**src/rtl/fft_agu.sv**
```systemverilog
// Address generation unit for an in-place radix-2 DIT FFT: sequences READ/WAIT/WRITE
// per butterfly and decodes dual-port RAM addresses and twiddle indices from (stage, k).
module fft_agu #(
  parameter int N_LOG2  = 5,
  parameter int ADDR_W  = 8,
  parameter int BFU_LAT = 1
) (
  input  logic              clk,
  input  logic              rst,
  input  logic              start,
  output logic              busy,
  output logic              done,
  output logic [ADDR_W-1:0] addr_a,
  output logic [ADDR_W-1:0] addr_b,
  output logic              wr_a,
  output logic              wr_b,
  output logic              q_valid,
  output logic [N_LOG2-2:0] tw_addr
);

  localparam int KW = N_LOG2 - 1;
  localparam int SW = (N_LOG2 > 1) ? $clog2(N_LOG2) : 1;

  localparam logic [2:0] S_IDLE  = 3'd0;
  localparam logic [2:0] S_READ  = 3'd1;
  localparam logic [2:0] S_WAIT  = 3'd2;
  localparam logic [2:0] S_WRITE = 3'd3;
  localparam logic [2:0] S_DONE  = 3'd4;

  localparam logic [SW-1:0] S_LAST   = SW'(N_LOG2 - 1);
  localparam logic [2:0]    CNT_INIT = 3'((BFU_LAT > 0) ? BFU_LAT - 1 : 0);

  logic [2:0]    r_state;
  logic [SW-1:0] r_s;
  logic [KW-1:0] r_k;
  logic [2:0]    r_cnt;
  logic          r_qv;

  logic [KW-1:0]     w_mask;
  logic [KW-1:0]     w_pos;
  logic [N_LOG2-1:0] w_grp;
  logic [N_LOG2-1:0] w_i;
  logic [N_LOG2-1:0] w_j;
  logic [KW-1:0]     w_tw;
  logic              w_act;

  // pos = k mod 2^s, group = k >> s; i interleaves group above bit s, j sets bit s
  assign w_mask = ~({KW{1'b1}} << r_s);
  assign w_pos  = r_k & w_mask;
  assign w_grp  = {1'b0, (r_k >> r_s)};
  assign w_i    = (w_grp << ({1'b0, r_s} + 1'b1)) | {1'b0, w_pos};
  assign w_j    = w_i | (N_LOG2'(1) << r_s);
  assign w_tw   = w_pos << (SW'(KW) - r_s);

  assign w_act   = (r_state == S_READ) || (r_state == S_WAIT) || (r_state == S_WRITE);
  assign busy    = w_act;
  assign done    = (r_state == S_DONE);
  assign wr_a    = (r_state == S_WRITE);
  assign wr_b    = (r_state == S_WRITE);
  assign q_valid = r_qv;
  assign addr_a  = w_act ? ADDR_W'(w_i) : '0;
  assign addr_b  = w_act ? ADDR_W'(w_j) : '0;
  assign tw_addr = w_act ? w_tw : '0;

  always_ff @(posedge clk or posedge rst) begin
    if (rst) begin
      r_state <= S_IDLE;
      r_s     <= '0;
      r_k     <= '0;
      r_cnt   <= '0;
      r_qv    <= 1'b0;
    end else begin
      // RAM q lands one cycle after the READ address is presented
      r_qv <= (r_state == S_READ);
      case (r_state)
        S_IDLE: begin
          if (start) begin
            r_state <= S_READ;
            r_s     <= '0;
            r_k     <= '0;
          end
        end
        S_READ: begin
          if (BFU_LAT > 0) begin
            r_state <= S_WAIT;
            r_cnt   <= CNT_INIT;
          end else begin
            r_state <= S_WRITE;
          end
        end
        S_WAIT: begin
          if (r_cnt == 3'd0) r_state <= S_WRITE;
          else               r_cnt   <= r_cnt - 3'd1;
        end
        S_WRITE: begin
          if (&r_k) begin
            r_k <= '0;
            if (r_s == S_LAST) begin
              r_s     <= '0;
              r_state <= S_DONE;
            end else begin
              r_s     <= r_s + 1'b1;
              r_state <= S_READ;
            end
          end else begin
            r_k     <= r_k + 1'b1;
            r_state <= S_READ;
          end
        end
        S_DONE:  r_state <= S_IDLE;
        default: r_state <= S_IDLE;
      endcase
    end
  end

endmodule

```
**config.mk**
```make
export PLATFORM = sky130hd
export DESIGN_NAME = fft_agu
export DESIGN_NICKNAME = d
export VERILOG_FILES = /design/src/rtl/fft_agu.sv
export SDC_FILE = /design/constraint.sdc
export NUM_CORES = 1
export LEC_CHECK = 0
export CORE_UTILIZATION = 50
export CTS_CLUSTER_DIAMETER = 30
export DETAILED_ROUTE_END_ITERATION = 8
export DONT_BUFFER_PORTS = 1
export GPL_TIMING_DRIVEN = 1
export PLACE_DENSITY = 0.74
export SYNTH_ARGS = -nofsm -noshare
export SYNTH_HDL_FRONTEND = slang
export SYNTH_SLANG_ARGS = --single-unit
export TNS_END_PERCENT = 10
```
**constraint.sdc**
```tcl
create_clock -name clk -period 2.1 [get_ports clk]
set_clock_uncertainty 0.2 [all_clocks]
set_input_delay 0.21 -clock clk [delete_from_list [all_inputs] [get_ports clk]]
set_output_delay 0.21 -clock clk [all_outputs]
set_load 0.005 [all_outputs]
```
==> impl.org <==
** Outcome
- The flow ran to the end, but the final reports show violations.
- Violations in the final reports :: negative setup slack

** Power and ir drop
- Sw Ratio :: 0.2193
- Leakage dissipation :: between 0.6 and 0.7 nW
- Pwr dens :: 292.1 nW/um^2
- Register share of total power :: 0.620
- Peak VDD IR :: 292.8 uV
- The share of total power dissipated in combinational logic is 0.028.
- Of the total power, the clock network draws 0.352.
- The design draws about 0.43 mW.
- Internal power comes to approximately 0.34 mW.
- Total net switching power :: about 0.095 mW

** Detailed routing
- Per-cell routed wire length :: ~16 um
- DRC marker count from the first detailed-route iteration :: 44
- Via Count :: around 1.2k
- Post-route antenna net violation count :: 0
- 1st-pass router iterations :: 4
- Detail-routed via count per cell :: a little over 6
- Total Routed Length :: about 3200 um
- DRC violation count after routing :: 0

** Cells and area
- Relative to the synthesized area, the layout overhead comes to 11.97%.
- Most frequent cells in the layout :: 14 x sky130_fd_sc_hd__nor2_1, 14 x sky130_fd_sc_hd__a21oi_1, 13 x sky130_fd_sc_hd__dfrtp_1, 10 x sky130_fd_sc_hd__inv_1, 9 x sky130_fd_sc_hd__nand2_1
- In the final layout, the share of cells above drive strength 1 is 0.2485.
- Filler Cells Inserted :: approximately 220
- In the final design database the tool counted about 190 nets.
- Area of the multi-input gates :: 934.6 sq um
- Registers take ~350 sq um.
- Diodes inserted :: 0
- The finished layout holds just under 200 standard cells, fillers aside.

** Timing
- Slew Limit Headroom :: 0.6382
- The count of final max-slew check failures is 0.
- Setup slack on the critical path of the routed design comes to -0.08219 ns.
- Of the available clock period, the critical path in the final layout requires 1.039.
- Derived from the worst setup path, the maximum achievable clock frequency is ~460 MHz.
- Setup violations remaining at the end of the flow were counted as 7.
- Setup tns final :: -0.2886 ns
- Worst-margin pin slew :: ~0.54 ns
- The count of endpoints failing hold in the final timing report was 0.
- Setup repair after global routing missed its margin :: true
- Minimum period implied by the final worst setup slack :: 2.182 ns

** CTS
- TritonCTS clock tree :: built
- Clock tree synthesis selected as its root buffer the cell sky130_fd_sc_hd__clkbuf_4.
- Maximum root-to-sink buffer count :: 2
- After clock tree synthesis, the clock-pin slew on the worst setup and hold paths is 0.08 ns.
- Number of sinks driven by the clock tree :: 14
- CTS buffer count :: 3
- At the later pin of the worst-skew pair, clock insertion delay measures approximately 0.28 ns.
- H-tree depth :: 1

** Global routing
- Total GRT Usage :: 0.2445
- Wire length of the first global-routing pass :: just over 5000 um
- Vias in the first global route :: between 1k and 1.5k
- Initial antenna violation count :: 0
- Entering global routing, the biggest net connects 17 pins.
- Summed over all layers, the global routing overflow is 0.

** Floorplanning
- Die area :: 2865 sq um
- Initial core utilization :: 0.5310
- Count of pins on the block boundary :: 28
- Die height :: 53.53 um
- In this run the core area contains 18 standard-cell rows.
- Floorplan die width :: roughly 54 um
- In this run the standard cell core region covers approximately 2500 sq um.

** Synth
- Distinct cells, synth :: 42
- Synth Area per Inst :: 8.046 sq um
- Of the synthesized area, sequential elements account for 0.2639.
- Synthesis inferred 14 register bits.
- After technology mapping, the gate count stands at about 170.
- Number of enable flip-flop cells after synthesis :: 0
- In the synthesized netlist the async set-or-reset flop fraction comes to 1.000.
- Of the post-synthesis cell area, the dominant cell type holds 0.2639.
- The synthesized design spends more area on one cell type than any other, namely sky130_fd_sc_hd__dfrtp_1.
- Area of the mapped netlist :: roughly 1300 sq um
- By area the synthesized netlist is led by sky130_fd_sc_hd__dfrtp_1 26%, sky130_fd_sc_hd__ha_1 10%, sky130_fd_sc_hd__a21oi_1 6.0%, sky130_fd_sc_hd__o21ai_0 4.5%, sky130_fd_sc_hd__buf_4 4.5%.
- Ys Warns :: 0
- Most used flip-flop cell after synthesis :: sky130_fd_sc_hd__dfrtp_1

** Critical path
- Critical path peak fanout :: 8
- CP arrival :: 1.77 ns
- The setup check on the worst reg-to-reg path leaves a slack of about 0.24 ns.
- Critical Path Sink Type :: primary output
- The setup path with the least slack is of type flop to primary output.
- Worst flop-to-flop path startpoint :: r_k[1]
- STA classifies the critical path startpoint as a flop.
- Required time of the worst setup path :: 1.69 ns
- Start point of the critical path :: r_s[1]

** Placement
- Count of input and output buffers :: 0
- Routability-driven placement finished with a final weighted congestion of 0.9069.
- Counting tap cells, the placed design contains a total of roughly 190 instances.
- Detailed placement ended at an HPWL of 2233 um.

** Hold path
- Hold wc startpoint :: start
- Class of the tightest hold or removal check :: input port to flop

** Job
- Max capacitance violation total :: 0
sequential cells by signal (all words and copies together), names as in the netlist:
register	count
r_state	3
r_s	3
q_valid	1
r_cnt	3
r_k	4
area by class of cell:
class / instances / area share
Timing Repair Buffer: 11 / 0.06145
Clock buffer: 3 / 0.01515
Tap cell: 30 / 0.02525
Sequential cell: 14 / 0.2365
Inverter: 13 / 0.03283
Multi-Input combinational cell: 128 / 0.6288
metal layers:
| metal | share of wire | track usage | vias up |
|---|---|---|---|
| met5 | 0 | 0 | - |
| met4 | 0.023 | 0.07018 | 0 |
| met3 | 0.063 | 0.06322 | 10 |
| met2 | 0.49 | 0.3750 | 47 |
| met1 | 0.42 | 0.3357 | 562 |
| li1 | - | - | 582 |
synthesized netlist by cell type, types with 2 or more instances:
master,count
sky130_fd_sc_hd__a311oi_1,2
sky130_fd_sc_hd__o211ai_1,2
sky130_fd_sc_hd__inv_1,13
sky130_fd_sc_hd__o21ai_0,12
sky130_fd_sc_hd__nand2_1,9
sky130_fd_sc_hd__buf_2,5
sky130_fd_sc_hd__nor2_1,16
sky130_fd_sc_hd__a31oi_1,3
sky130_fd_sc_hd__buf_4,8
sky130_fd_sc_hd__mux2i_1,3
sky130_fd_sc_hd__clkbuf_8,2
sky130_fd_sc_hd__nand2b_1,6
sky130_fd_sc_hd__o22ai_1,2
sky130_fd_sc_hd__a21oi_1,16
sky130_fd_sc_hd__a22o_1,4
sky130_fd_sc_hd__nand4b_1,2
sky130_fd_sc_hd__nor3_1,5
sky130_fd_sc_hd__dfrtp_1,14
sky130_fd_sc_hd__nor2b_1,5
sky130_fd_sc_hd__nand3_1,3
sky130_fd_sc_hd__ha_1,11
sky130_fd_sc_hd__a211oi_1,2
stage by stage:
step	cell area, sq um	worst slack, ns	utilization	hold slack, ns
after detailed placement	1331	0.1154	0.5325	-0.02489
after global routing	1486	-0.1559	0.5946	0.02995
after floorplan	1346	0.05249	-	-0.1008
after global placement	1331	0.1467	0.5325	-0.04379
after CTS	1435	-0.03844	0.5741	0.01445
final	1486	-0.08219	0.5946	0.01017
kinds of logic after synthesis:
group / count (synthesis) / synth area share
and+or+nand+nor: 55 / 0.2196
muxes: 5 / 0.04241
DFF: 14 / 0.2639
AOI/OAI and AO/OA: 49 / 0.2328
xor gates and xnor gates: 2 / 0.01320
other: 1 / 0.002825
buffers and inverters: 28 / 0.1216
adders and majority gates: 11 / 0.1037
worst max-delay path, cell delays in order (launching register included):
cell,delay [ns]
sky130_fd_sc_hd__dfrtp_1,0.43
sky130_fd_sc_hd__buf_4,0.19
sky130_fd_sc_hd__mux2_4,0.33
sky130_fd_sc_hd__and2_1,0.20
sky130_fd_sc_hd__o211ai_2,0.22
sky130_fd_sc_hd__a31oi_2,0.12
worst paths after layout:
check	end	cells after the start
worst max register to register	r_s[0]	5
max in group asynchronous	r_state[0]	2
min in group asynchronous	r_cnt[2]	2
worst min-delay path	r_k[0]	3
worst max-delay path	addr_b[2]	5
worst min register to register	r_cnt[1]	1
power by group through the flow:
stage	Sequential (mW)	Clock [mW]	Combinational, mW
4_1_cts	0.269	0.156	0.0123
6_report	0.269	0.153	0.0120
3_3_place_gp	0.275	0	0.00894
3_5_place_dp	0.275	0	0.00939
2_1_floorplan	0.275	0	0.0155
5_1_grt	0.269	0.171	0.0148
timing repair:
action,4_1_cts,5_1_grt
resized for setup,16,14
setup buffers,1,0
hold endpoints to repair,15,0
hold buffers,2,0
pin swaps,5,6
setup endpoints to repair,14,14
Power figures use the tool's default switching activity.
